File: src/rtl/mapctx_pkg.sv
// Shared types for the mapper context sequencer: FSM encodings, map register selects, context word.
// Latency: n/a (declarations and pure combinational helpers only).
// Backpressure: n/a.
package mapctx_pkg;

   // FSM state encodings
   typedef logic [2:0] state_t;
   localparam state_t ST_IDLE  = 3'd0;
   localparam state_t ST_SAVE  = 3'd1;
   localparam state_t ST_PUSH  = 3'd2;
   localparam state_t ST_RWAIT = 3'd3;
   localparam state_t ST_WRITE = 3'd4;
   localparam state_t ST_BWAIT = 3'd5;
   localparam state_t ST_DONE  = 3'd6;

   // Map register selects as seen by the mapper
   localparam logic [1:0] SEL_A = 2'd3;
   localparam logic [1:0] SEL_X = 2'd2;
   localparam logic [1:0] SEL_Y = 2'd1;
   localparam logic [1:0] SEL_Z = 2'd0;

   // Saved context: A in the top byte down to Z in the bottom byte
   typedef logic [31:0] ctx_word_t;
   localparam int OFS_A = 24;
   localparam int OFS_X = 16;
   localparam int OFS_Y = 8;
   localparam int OFS_Z = 0;

   function automatic logic [7:0] ctx_get(input ctx_word_t w, input logic [1:0] sel);
      logic [7:0] b;
      case (sel)
         SEL_A:   b = w[OFS_A +: 8];
         SEL_X:   b = w[OFS_X +: 8];
         SEL_Y:   b = w[OFS_Y +: 8];
         default: b = w[OFS_Z +: 8];
      endcase
      return b;
   endfunction

   function automatic ctx_word_t ctx_set(input ctx_word_t w, input logic [1:0] sel, input logic [7:0] b);
      ctx_word_t r;
      r = w;
      case (sel)
         SEL_A:   r[OFS_A +: 8] = b;
         SEL_X:   r[OFS_X +: 8] = b;
         SEL_Y:   r[OFS_Y +: 8] = b;
         default: r[OFS_Z +: 8] = b;
      endcase
      return r;
   endfunction

endpackage

File: src/rtl/mapper_ctx_sequencer_if.sv
// Trap-controller and mapper signal bundle for the context sequencer; host write path only with MAPCTX_HOST_WRITE_EN.
// Latency: n/a (wiring only).
// Backpressure: level requests held until the matching done pulse; host_ready qualifies host writes.
interface mapper_ctx_sequencer_if;
   logic       save_req;
   logic       restore_req;
   logic       save_done;
   logic       restore_done;
   logic [1:0] reg_sel;
   logic       seq_active;
   logic [7:0] map_reg_data;
   logic       map;
   logic       mapper_busy;
   logic       hypervisor_load_user_reg;
   logic [1:0] map_reg_write_sel;
   logic [7:0] wr_data;
`ifdef MAPCTX_HOST_WRITE_EN
   logic       host_wr;
   logic [1:0] host_sel;
   logic [7:0] host_data;
   logic       host_ready;

   modport master (
      input  save_req, restore_req, map_reg_data, map, mapper_busy, host_wr, host_sel, host_data,
      output save_done, restore_done, reg_sel, seq_active, hypervisor_load_user_reg,
             map_reg_write_sel, wr_data, host_ready
   );
   modport slave (
      output save_req, restore_req, map_reg_data, map, mapper_busy, host_wr, host_sel, host_data,
      input  save_done, restore_done, reg_sel, seq_active, hypervisor_load_user_reg,
             map_reg_write_sel, wr_data, host_ready
   );
`else
   modport master (
      input  save_req, restore_req, map_reg_data, map, mapper_busy,
      output save_done, restore_done, reg_sel, seq_active, hypervisor_load_user_reg,
             map_reg_write_sel, wr_data
   );
   modport slave (
      output save_req, restore_req, map_reg_data, map, mapper_busy,
      input  save_done, restore_done, reg_sel, seq_active, hypervisor_load_user_reg,
             map_reg_write_sel, wr_data
   );
`endif
endinterface

File: src/rtl/mapctx_lifo.sv
// DEPTH x W synchronous stack; top of stack is readable combinationally.
// Latency: push/pop take effect at the next clock edge.
// Backpressure: none; caller must respect o_full/o_empty (index wraps modulo DEPTH).
module mapctx_lifo #(
   parameter int DEPTH = 4,
   parameter int W     = 32
) (
   input  logic                     i_clk,
   input  logic                     i_reset,
   input  logic                     i_push,
   input  logic                     i_pop,
   input  logic [W-1:0]             i_dat,
   output logic [W-1:0]             o_top,
   output logic                     o_full,
   output logic                     o_empty,
   output logic [$clog2(DEPTH):0]   o_count
);
   localparam int AW = $clog2(DEPTH);
   localparam int CW = AW + 1;

   logic [W-1:0]  r_mem [DEPTH];
   logic [CW-1:0] r_cnt;
   logic [CW-1:0] w_cnt_m1;

   assign w_cnt_m1 = r_cnt - 1'b1;
   assign o_top    = r_mem[w_cnt_m1[AW-1:0]];
   assign o_full   = (r_cnt == CW'(DEPTH));
   assign o_empty  = (r_cnt == '0);
   assign o_count  = r_cnt;

   // occupancy counter doubles as the stack pointer
   always_ff @(posedge i_clk) begin
      if (i_reset) begin
         r_cnt <= '0;
      end else if (i_push && !i_pop) begin
         r_cnt <= r_cnt + 1'b1;
      end else if (i_pop && !i_push) begin
         r_cnt <= w_cnt_m1;
      end
   end

   // storage write at the current pointer; contents need no reset
   always_ff @(posedge i_clk) begin
      if (i_push) begin
         r_mem[r_cnt[AW-1:0]] <= i_dat;
      end
   end
endmodule

File: src/rtl/mapper_ctx_sequencer.sv
// Saves/restores the user mapper A/X/Y/Z registers around hypervisor traps on a LIFO; MAPCTX_HOST_WRITE_EN adds a host write path.
// Latency: save 6 cycles to save_done; restore = map wait + 4 writes (+ map stalls) + busy wait + 1.
// Backpressure: requests held until done; writes stall while map is high; host writes accepted only when idle and map low.
module mapper_ctx_sequencer
   import mapctx_pkg::*;
#(
   parameter int CTX_DEPTH    = 4,
   parameter int BUSY_TIMEOUT = 32
) (
   input  logic                        i_clk,
   input  logic                        i_reset,
   input  logic                        i_err_clr,
   output logic                        o_err_overflow,
   output logic                        o_err_underflow,
   output logic                        o_err_timeout,
   output logic [$clog2(CTX_DEPTH):0]  o_depth,
   mapper_ctx_sequencer_if.master      bus
);
   localparam int TW = $clog2(BUSY_TIMEOUT) + 1;

   state_t      r_state;
   logic [1:0]  r_step;
   logic [TW-1:0] r_tmr;
   ctx_word_t   r_word;
   logic        r_is_rst;
   logic        r_save_blk;
   logic        r_rest_blk;
   logic        r_err_ovf;
   logic        r_err_unf;
   logic        r_err_tmo;

   logic        w_full;
   logic        w_empty;
   ctx_word_t   w_top;
   logic        w_push;
   logic        w_pop;
   logic [1:0]  w_sel;
   logic        w_seq_wr;
   logic        w_host_go;

   // registers are walked A, X, Y, Z as the step counter advances
   assign w_sel    = SEL_A - r_step;
   assign w_seq_wr = (r_state == ST_WRITE) && !bus.map;
   assign w_push   = (r_state == ST_PUSH);
   assign w_pop    = w_seq_wr && (r_step == 2'd3);

`ifdef MAPCTX_HOST_WRITE_EN
   assign w_host_go = !i_reset && (r_state == ST_IDLE) && !bus.map && bus.host_wr;
`else
   assign w_host_go = 1'b0;
`endif

   mapctx_lifo #(
      .DEPTH (CTX_DEPTH),
      .W     ($bits(ctx_word_t))
   ) u_lifo (
      .i_clk   (i_clk),
      .i_reset (i_reset),
      .i_push  (w_push),
      .i_pop   (w_pop),
      .i_dat   (r_word),
      .o_top   (w_top),
      .o_full  (w_full),
      .o_empty (w_empty),
      .o_count (o_depth)
   );

   // sequencer FSM, sticky error flags and request edge qualification
   always_ff @(posedge i_clk) begin
      if (i_reset) begin
         r_state    <= ST_IDLE;
         r_step     <= 2'd0;
         r_tmr      <= '0;
         r_word     <= '0;
         r_is_rst   <= 1'b0;
         r_save_blk <= 1'b0;
         r_rest_blk <= 1'b0;
         r_err_ovf  <= 1'b0;
         r_err_unf  <= 1'b0;
         r_err_tmo  <= 1'b0;
      end else begin
         // clear first so a same-cycle error set below takes priority
         if (i_err_clr) begin
            r_err_ovf <= 1'b0;
            r_err_unf <= 1'b0;
            r_err_tmo <= 1'b0;
         end
         if (!bus.save_req)    r_save_blk <= 1'b0;
         if (!bus.restore_req) r_rest_blk <= 1'b0;

         case (r_state)
            ST_IDLE: begin
               r_step <= 2'd0;
               r_tmr  <= '0;
               if (w_host_go) begin
                  // host owns the write path this cycle; requests wait one cycle
               end else if (bus.save_req) begin
                  if (!r_save_blk) begin
                     r_is_rst <= 1'b0;
                     if (w_full) begin
                        r_err_ovf <= 1'b1;
                        r_state   <= ST_DONE;
                     end else begin
                        r_state   <= ST_SAVE;
                     end
                  end
               end else if (bus.restore_req && !r_rest_blk) begin
                  r_is_rst <= 1'b1;
                  if (w_empty) begin
                     r_err_unf <= 1'b1;
                     r_state   <= ST_DONE;
                  end else begin
                     r_state   <= ST_RWAIT;
                  end
               end
            end
            ST_SAVE: begin
               r_word <= ctx_set(r_word, w_sel, bus.map_reg_data);
               r_step <= r_step + 2'd1;
               if (r_step == 2'd3) r_state <= ST_PUSH;
            end
            ST_PUSH: begin
               r_state <= ST_DONE;
            end
            ST_RWAIT: begin
               if (!bus.map) begin
                  r_word  <= w_top;
                  r_state <= ST_WRITE;
               end
            end
            ST_WRITE: begin
               // a map stall holds the step so the same register is retried
               if (!bus.map) begin
                  r_step <= r_step + 2'd1;
                  if (r_step == 2'd3) r_state <= ST_BWAIT;
               end
            end
            ST_BWAIT: begin
               if (!bus.mapper_busy) begin
                  r_state <= ST_DONE;
               end else if (r_tmr == TW'(BUSY_TIMEOUT - 1)) begin
                  r_err_tmo <= 1'b1;
                  r_state   <= ST_DONE;
               end else begin
                  r_tmr <= r_tmr + 1'b1;
               end
            end
            ST_DONE: begin
               // a request still asserted must be seen low before it is serviced again
               if (r_is_rst) r_rest_blk <= bus.restore_req;
               else          r_save_blk <= bus.save_req;
               r_state <= ST_IDLE;
            end
            default: r_state <= ST_IDLE;
         endcase
      end
   end

   assign o_err_overflow  = r_err_ovf;
   assign o_err_underflow = r_err_unf;
   assign o_err_timeout   = r_err_tmo;

   // status, readback select and done pulses decoded from state
   always_comb begin
      bus.seq_active   = (r_state != ST_IDLE);
      bus.reg_sel      = (r_state == ST_SAVE) ? w_sel : SEL_A;
      bus.save_done    = (r_state == ST_DONE) && !r_is_rst;
      bus.restore_done = (r_state == ST_DONE) &&  r_is_rst;
   end

   // mapper write port: sequencer restore, or host pass-through when idle
   always_comb begin
      bus.hypervisor_load_user_reg = w_seq_wr;
      bus.map_reg_write_sel        = w_seq_wr ? w_sel : 2'd0;
      bus.wr_data                  = w_seq_wr ? ctx_get(r_word, w_sel) : 8'd0;
`ifdef MAPCTX_HOST_WRITE_EN
      bus.host_ready = w_host_go;
      if (w_host_go) begin
         bus.hypervisor_load_user_reg = 1'b1;
         bus.map_reg_write_sel        = bus.host_sel;
         bus.wr_data                  = bus.host_data;
      end
`endif
   end
endmodule
File: src/flat_wrapper.sv
// flat-port wrapper written by rule: the top's interface ports become plain ports
module mapper_ctx_sequencer_flat import mapctx_pkg::*;
#(
   parameter int CTX_DEPTH    = 4,
   parameter int BUSY_TIMEOUT = 32
)
  (i_clk, i_reset, i_err_clr, o_err_overflow, o_err_underflow, o_err_timeout, o_depth, bus_save_req, bus_restore_req, bus_map_reg_data, bus_map, bus_mapper_busy, bus_save_done, bus_restore_done, bus_reg_sel, bus_seq_active, bus_hypervisor_load_user_reg, bus_map_reg_write_sel, bus_wr_data);
  mapper_ctx_sequencer_if bus_i ();
  input  logic i_clk;
  input  logic i_reset;
  input  logic i_err_clr;
  output logic o_err_overflow;
  output logic o_err_underflow;
  output logic o_err_timeout;
  output logic [$clog2(CTX_DEPTH):0] o_depth;
  input wire logic [$bits(bus_i.save_req)-1:0] bus_save_req;
  input wire logic [$bits(bus_i.restore_req)-1:0] bus_restore_req;
  input wire logic [$bits(bus_i.map_reg_data)-1:0] bus_map_reg_data;
  input wire logic [$bits(bus_i.map)-1:0] bus_map;
  input wire logic [$bits(bus_i.mapper_busy)-1:0] bus_mapper_busy;
  output wire logic [$bits(bus_i.save_done)-1:0] bus_save_done;
  output wire logic [$bits(bus_i.restore_done)-1:0] bus_restore_done;
  output wire logic [$bits(bus_i.reg_sel)-1:0] bus_reg_sel;
  output wire logic [$bits(bus_i.seq_active)-1:0] bus_seq_active;
  output wire logic [$bits(bus_i.hypervisor_load_user_reg)-1:0] bus_hypervisor_load_user_reg;
  output wire logic [$bits(bus_i.map_reg_write_sel)-1:0] bus_map_reg_write_sel;
  output wire logic [$bits(bus_i.wr_data)-1:0] bus_wr_data;
  assign bus_i.save_req = bus_save_req;
  assign bus_i.restore_req = bus_restore_req;
  assign bus_i.map_reg_data = bus_map_reg_data;
  assign bus_i.map = bus_map;
  assign bus_i.mapper_busy = bus_mapper_busy;
  assign bus_save_done = bus_i.save_done;
  assign bus_restore_done = bus_i.restore_done;
  assign bus_reg_sel = bus_i.reg_sel;
  assign bus_seq_active = bus_i.seq_active;
  assign bus_hypervisor_load_user_reg = bus_i.hypervisor_load_user_reg;
  assign bus_map_reg_write_sel = bus_i.map_reg_write_sel;
  assign bus_wr_data = bus_i.wr_data;
  mapper_ctx_sequencer #(.CTX_DEPTH(CTX_DEPTH), .BUSY_TIMEOUT(BUSY_TIMEOUT)) u_core (.i_clk(i_clk), .i_reset(i_reset), .i_err_clr(i_err_clr), .o_err_overflow(o_err_overflow), .o_err_underflow(o_err_underflow), .o_err_timeout(o_err_timeout), .o_depth(o_depth), .bus(bus_i));
endmodule
File: config.mk
export PLATFORM = sky130hd
export DESIGN_NAME = mapper_ctx_sequencer_flat
export DESIGN_NICKNAME = d
export VERILOG_FILES = /design/src/rtl/mapctx_pkg.sv /design/src/rtl/mapper_ctx_sequencer_if.sv /design/src/rtl/mapctx_lifo.sv /design/src/rtl/mapper_ctx_sequencer.sv /design/src/flat_wrapper.sv
export SDC_FILE = /design/constraint.sdc
export NUM_CORES = 1
export LEC_CHECK = 0
export ABC_AREA = 1
export CORE_UTILIZATION = 35
export CTS_BUF_LIST = sky130_fd_sc_hd__clkbuf_4 sky130_fd_sc_hd__clkbuf_8
export DETAILED_ROUTE_END_ITERATION = 16
export PLACE_DENSITY = 0.49
export SLEW_MARGIN = 25
export SYNTH_ARGS = -nofsm -noshare
export SYNTH_HDL_FRONTEND = slang
export SYNTH_HIERARCHICAL = 1
export SYNTH_SLANG_ARGS = --single-unit
File: constraint.sdc
create_clock -name i_clk -period 3.8 [get_ports i_clk]
set_input_delay 0.38 -clock i_clk [delete_from_list [all_inputs] [get_ports i_clk]]
set_output_delay 0.38 -clock i_clk [all_outputs]
set_load 0.01 [all_outputs]
==> results of run 1 <==
[cells by family after synthesis]
logic type	Yosys count
fa+ha+maj	13
xor+xnor	2
flops	180
simple gates	343
buf+inv	86
compound gates	174
[area by class of cell]
| type | instances | area, sq um |
|---|---|---|
| Tap cell | 280 | 350 |
| Clock inverter | 13 | 146 |
| Inverter | 48 | 183 |
| Fill cell | 2148 | 13000 |
| Sequential cell | 180 | 4890 |
| Multi-Input combinational cell | 532 | 2520 |
| Clock buffer | 19 | 262 |
| Timing Repair Buffer | 48 | 450 |
[through the flow]
step	hold slack (ps)	util	cell area, sq um	total power, mW	worst slack (ps)
6_report	481	0.403	8790	5.93	632
5_1_grt	507	0.403	8790	6.29	407
4_1_cts	457	0.403	8790	5.96	605
3_5_place_dp	461	0.384	8390	4.65	1100
3_3_place_gp	465	0.384	8390	4.62	1080
2_1_floorplan	447	-	7800	3.98	1670
[power by group]
part           total, mW  switching, mW  internal [mW]  leakage, nW
clock network       1.32          0.745          0.576        0.201
registers           2.77          0.287           2.49         1.65
logic               1.84           1.29          0.542         1.44
[worst reg2reg max path, delay by kind of cell (launching register included)]
kind / cells / cell delay (ps)
buf+inv: 4 / 1520
flops: 1 / 500
fa+ha+maj: 1 / 260
simple gates: 1 / 50
[path summary, 6_finish.rpt]
check	depth (start not counted)	end	start	slack, ps
worst max-delay path	6	bus_wr_data[3]	u_core/r_state[0]	630
worst min-delay path	2	u_core/o_err_underflow	u_core/o_err_underflow	480
worst max register to register	6	u_core/u_lifo/r_mem[2][3]	u_core/u_lifo/o_count[0]	1160
worst min register to register	2	u_core/o_err_underflow	u_core/o_err_underflow	480
[state kept, by name (all words and copies together), names as in the netlist]
| signal | count |
|---|---|
| u_core/r_tmr | 6 |
| u_core/r_is_rst | 1 |
| u_core/u_lifo/r_mem | 128 |
| u_core/r_word | 32 |
| u_core/o_err_timeout | 1 |
| u_core/o_err_underflow | 1 |
| u_core/r_state | 3 |
| u_core/u_lifo/o_count | 3 |
| u_core/r_rest_blk | 1 |
| u_core/r_save_blk | 1 |
| u_core/o_err_overflow | 1 |
| u_core/r_step | 2 |
[cells in the mapped netlist (2+ instances only)]
cell type  instances
nor2_1           165
edfxtp_1         128
nand2_1          109
o21ai_0          109
nand3_1           54
dfxtp_1           52
inv_1             41
o22ai_1           32
a21oi_1           21
buf_2             15
clkbuf_1          13
ha_1              13
a31oi_1            8
inv_2              6
nor2_2             5
nor2_4             5
o21ai_1            4
buf_1              3
buf_6              3
nand2_2            2
nand4_1            2
[routing by layer]
metal / up-vias / routed length, um / part of all wire
met1: 2809 / 9880 / 0.46
met2: 174 / 10200 / 0.47
met4: 0 / 303 / 0.014
met3: 20 / 1150 / 0.054
met5: - / 0 / 0
li1: 2800 / - / -
==> metrics.yaml, run 1 <==
status: "completed"
grt_use_total: 0.200
die_area_sq_um: 22900
grt_pass1_wl_um: 32900
irDropWorstVdd_mv: 0.330
dp_hpwl_um: 12900
wl_per_cell_um: 19.2
die_y_um: 151
yosysTopAreaCellShare: 0.493
yosysWarnings: 6
row_count: 54
ys_ff_latch: 180
startpoint_type: "register"
drv_slew: 0
vias_per_cell: 5.18
holdBufCountCts: 0
critical_path.slowest_cell: "clkdlybuf4s50_1"
gp_congestion: 0.810
clock_sinks: 180
busiest_layer: "met2"
muxShareOfSynthArea: 0
clock.fmax_mhz: 316
vias: 5803
synth_area_sq_um: 7800
syn_to_final_growth_pct: 12.7
drc: 0
postCtsSetupBuffers: 0
h-tree-depth: 4
synth-simple-area-share: 0.182
first_pass_iters: 5
worst_slew_pin_slew_ps: 761
slowest_delay_ps: 560
grt_util_met3: 0.0404
met1_usage: 0.266
grt_pass1_vias: 5587
dieWidth_um: 151
fp.coreArea_sq_um: 21800
grt_max_degree: 69
cp_max_fo: 10
initialDrtViolationCount: 403
synth_area_per_cell_sq_um: 9.78
synth_area_leader_cell: "edfxtp_1"
synth_top_family_by_area: "simple AND/OR/NAND/NOR gates"
synth_enable_flop_cells: 128
ios: 37
synthFlopType: "edfxtp_1"
cts_tree: "yes"
cap_violations: 0
drtAntennaViolNets: 0
layout_common_cells: "nor2_1 (165), edfxtp_1 (128), nand2_1 (109), o21ai_0 (109), nand3_1 (54)"
cts_resized: 0
critPathBufInv: 1
antenna_cells: 0
rsz0062_at_grt: "no"
antenna_found_initial: 0
hold_class: "register to register"
final_nets: 855
final_cells: 1120
period_minus_slack_ps: 3170
worst_ep_arrival_time_ps: 2790
clk_latency_ps: 470
drt_wl_total_um: 21500
synth_fp_nets: 826
post-route-period-util: 0.834
path_cells: "nor2_1, nand2_1, nor2_2, o21ai_0, a31oi_1, clkdlybuf4s50_1"
worstPathRequired_ps: 3420
crit_family: "simple AND/OR/NAND/NOR gates"
synth.area.top_cells: "edfxtp_1 (49%), dfxtp_1 (13%), nor2_1 (7.9%)"
p_leak_nw: 3.28
cts_buffers: 17
grt_use_met2: 0.326
synth_fa_ha_area_frac: 0.0209
hold_violations: 0
clockBufferDepth: 2
drive_above_1_share: 0.0762
synth_cell_type_count: 29
end_kind: "primary output"
tns_ps: 0
clk_pin_slew_ps: 90
maxSlewHeadroom: 0.492
synth-xor-area-share: 0.00225
finClkSkew_ps: 18.4
synth_compound_area_frac: 0.118
globalRouteOverflowTotal: 0
powerDensity_nw_per_um2: 674
async_flop_share: 0
portBuffers: 36
mostFrequentLayoutCell: "nor2_1"
dp_cells: 1088
root_buffer: "clkbuf_8"
critical_path_class: "register to primary output"
ys_seq_area_frac: 0.626
synthesis.instances: 798
setup_viol_count_final: 0
start_util: 0.357
(Power assumes the default switching activity.)
==> run 2: changes to the inputs <==
==> constraint.sdc (replaced) <==
create_clock -name i_clk -period 3.2 [get_ports i_clk]
set_input_delay 0.32 -clock i_clk [delete_from_list [all_inputs] [get_ports i_clk]]
set_output_delay 0.32 -clock i_clk [all_outputs]
set_load 0.01 [all_outputs]
==> run 2 against run 1 <==
  * Setup slack worse by 380 ps
  * Sequential share of layout area shrank 0.28 points
  * Worst hold slack got worse by 57 ps
  * Die area stayed put
  * Wire length down 3.3%
  * Final area rose by 0.51%
  * Sequential power up 18%
  * Cell count is 0.18% higher
  * Sequential cell count unchanged
==> metrics.yaml, run 2 (same netlist as run 1, synthesis figures left out) <==
die_y_um: 151  # unchanged
antenna_found_initial: 0  # unchanged
pre_cts_ws_ps: 616  # -487 ps
clockBufferDepth: 2  # unchanged
cts_buffers: 17  # unchanged
vias: 5723  # -1.4%
wl_per_cell_um: 18.6  # -3.5%
hold_end: "u_core/r_rest_blk"
vias_per_cell: 5.10  # -1.6%
drtAntennaViolNets: 0  # unchanged
clk_latency_ps: 480  # about the same
rr_startpoint: "u_core/r_state[2]"
layout_common_cells: "nor2_1 (165), edfxtp_1 (128), nand2_1 (109), o21ai_0 (109), nand3_1 (54)"
dp_hpwl_um: 12300  # -5.0%
p_comb_frac: 0.312  # +0.002
worst_slew_pin_slew_ps: 760  # -1.60 ps
cp_max_fo: 13  # +3
setup_viol_count_final: 0  # unchanged
grt_max_degree: 69  # unchanged
worst_ep_arrival_time_ps: 2620  # -170 ps
largest_reg_flops: 128  # unchanged
mostFrequentLayoutCell: "nor2_1"
clock.fmax_mhz: 340
postCtsSetupBuffers: 0  # unchanged
row_count: 54  # unchanged
clock_sinks: 180  # unchanged
critical_path_class: "register to primary output"
gp_congestion: 0.780  # -3.8%
irDropWorstVdd_mv: 0.294  # -11%
reg2reg_slack_ps: 870  # -290 ps
h-tree-depth: 4  # unchanged
antenna_cells: 0  # unchanged
period_minus_slack_ps: 2940
maxSlewHeadroom: 0.494  # +0.00162
tns_ps: 0  # unchanged
drive_above_1_share: 0.0784  # +0.00219
post-route-period-util: 0.920
drc: 0  # unchanged
cap_violations: 0  # unchanged
drv_slew: 0  # unchanged
internal_power_mw: 4.23  # +17%
worstHoldStart: "bus_restore_req"
clk_pin_slew_ps: 110  # +20 ps
die_area_sq_um: 22900  # unchanged
power_mw: 7.08  # +19%
grt_use_total: 0.192  # -0.00781
powerDensity_nw_per_um2: 801  # +19%
drt_wl_total_um: 20800  # -3.3%
fp.coreArea_sq_um: 21800  # unchanged
rsz0062_at_grt: "no"
cts_tree: "yes"
final_nets: 857  # +0.23%
root_buffer: "clkbuf_8"
portBuffers: 36  # unchanged
initialDrtViolationCount: 403  # unchanged
grt_pass1_vias: 5384  # -3.6%
start_util: 0.357  # unchanged
p_switching_mw: 2.85  # +23%
reg2reg_depth: 11  # +5
startpoint_type: "register"
grt_pass1_wl_um: 31800  # -3.6%
syn_to_final_growth_pct: 13.3
first_pass_iters: 5  # unchanged
ios: 37  # unchanged
globalRouteOverflowTotal: 0  # unchanged
hold_class: "input port to register"
dieWidth_um: 151  # unchanged
whs_path_depth: 3  # +1
finClkSkew_ps: 18.7  # +0.217 ps
hold_violations: 0  # unchanged
p_leak_nw: 3.31  # +0.67%
n_fill_cell: 2145  # -0.14%
end_kind: "primary output"
clkPwrFrac: 0.227  # +0.004
status: "completed"
power_frac_seq: 0.461  # -0.007
swShare: 0.403  # +0.0107
worstPathRequired_ps: 2880  # -540 ps
reg2reg_to: "u_core/u_lifo/o_count[2]"
setup_ws_ps: 257  # -375 ps
run 2: cell count changes in the layout (fill, tap and decap cells not counted), sizes merged:
cell	delta
buf	+2
bufinv	-1
clkbuf	-2
clkinv	+1
clkinvlp	-2
inv	+4
run 2: critical path, cell delays in order (launching register included):
cell and delay [ps]:
dfxtp_1 670, nand2_1 200, nor2_4 310, o21ai_0 150, a31oi_1 230, clkdlybuf4s50_1 590
run 2: how the worst max path moves through the flow:
stage,from,cells past startpoint,slack (ps),to
6_report,u_core/r_state[2],5,260,bus_wr_data[4]
5_1_grt,u_core/r_state[2],5,70,bus_wr_data[3]
4_1_cts,u_core/r_state[2],5,70,bus_wr_data[4]
3_5_place_dp,u_core/r_state[2],5,620,bus_wr_data[0]
3_3_place_gp,bus_map,5,640,bus_wr_data[0]
2_1_floorplan,u_core/u_lifo/o_count[0],13,1070,u_core/r_word[7]
run 2: final cells by class:
| cell class | instances | area [sq um] | share of cell area |
|---|---|---|---|
| Clock buffer | 17 | 234 | 0.0265 |
| Clock inverter | 15 | 199 | 0.0225 |
| Inverter | 48 | 183 | 0.0207 |
| Multi-Input combinational cell | 532 | 2520 | 0.285 |
| Sequential cell | 180 | 4890 | 0.553 |
| Tap cell | 280 | 350 | 0.0396 |
| Timing Repair Buffer | 50 | 465 | 0.0527 |
run 2: power by group through the flow:
stage               combinational (mW)  sequential (mW)  clock, mW
floorplan                         1.54             3.19          0
finish                            2.21             3.26       1.61
CTS                               2.23             3.26       1.64
global route                      2.46             3.31       1.74
detailed placement                2.22             3.31          0
global placement                  2.18             3.29          0
run 2: per-stage QoR:
| stage | cells | instance area [sq um] | hold WS (ps) | utilization |
|---|---|---|---|---|
| 6_report | 1122 | 8840 | 423 | 0.405 |
| 5_1_grt | 1122 | 8840 | 418 | 0.405 |
| 4_1_cts | 1122 | 8830 | 393 | 0.405 |
| 3_5_place_dp | 1090 | 8400 | 459 | 0.385 |
| 3_3_place_gp | 1090 | 8400 | 464 | 0.385 |
| 2_1_floorplan | 798 | 7800 | 447 | - |
run 2: routing by layer:
| metal | share of wire | wire length (um) | global-route usage |
|---|---|---|---|
| met1 | 0.47 | 9790 | 0.265 |
| met2 | 0.47 | 9820 | 0.312 |
| met3 | 0.052 | 1070 | 0.0331 |
| met4 | 0.0069 | 143 | 0.0460 |
| met5 | 0 | 0 | 0 |
run 2: repair_timing:
action	in CTS	in global routing
resized for setup	0	1
hold buffers	0	0
setup endpoints to repair	0	7
endpoints found under the hold margin	0	0
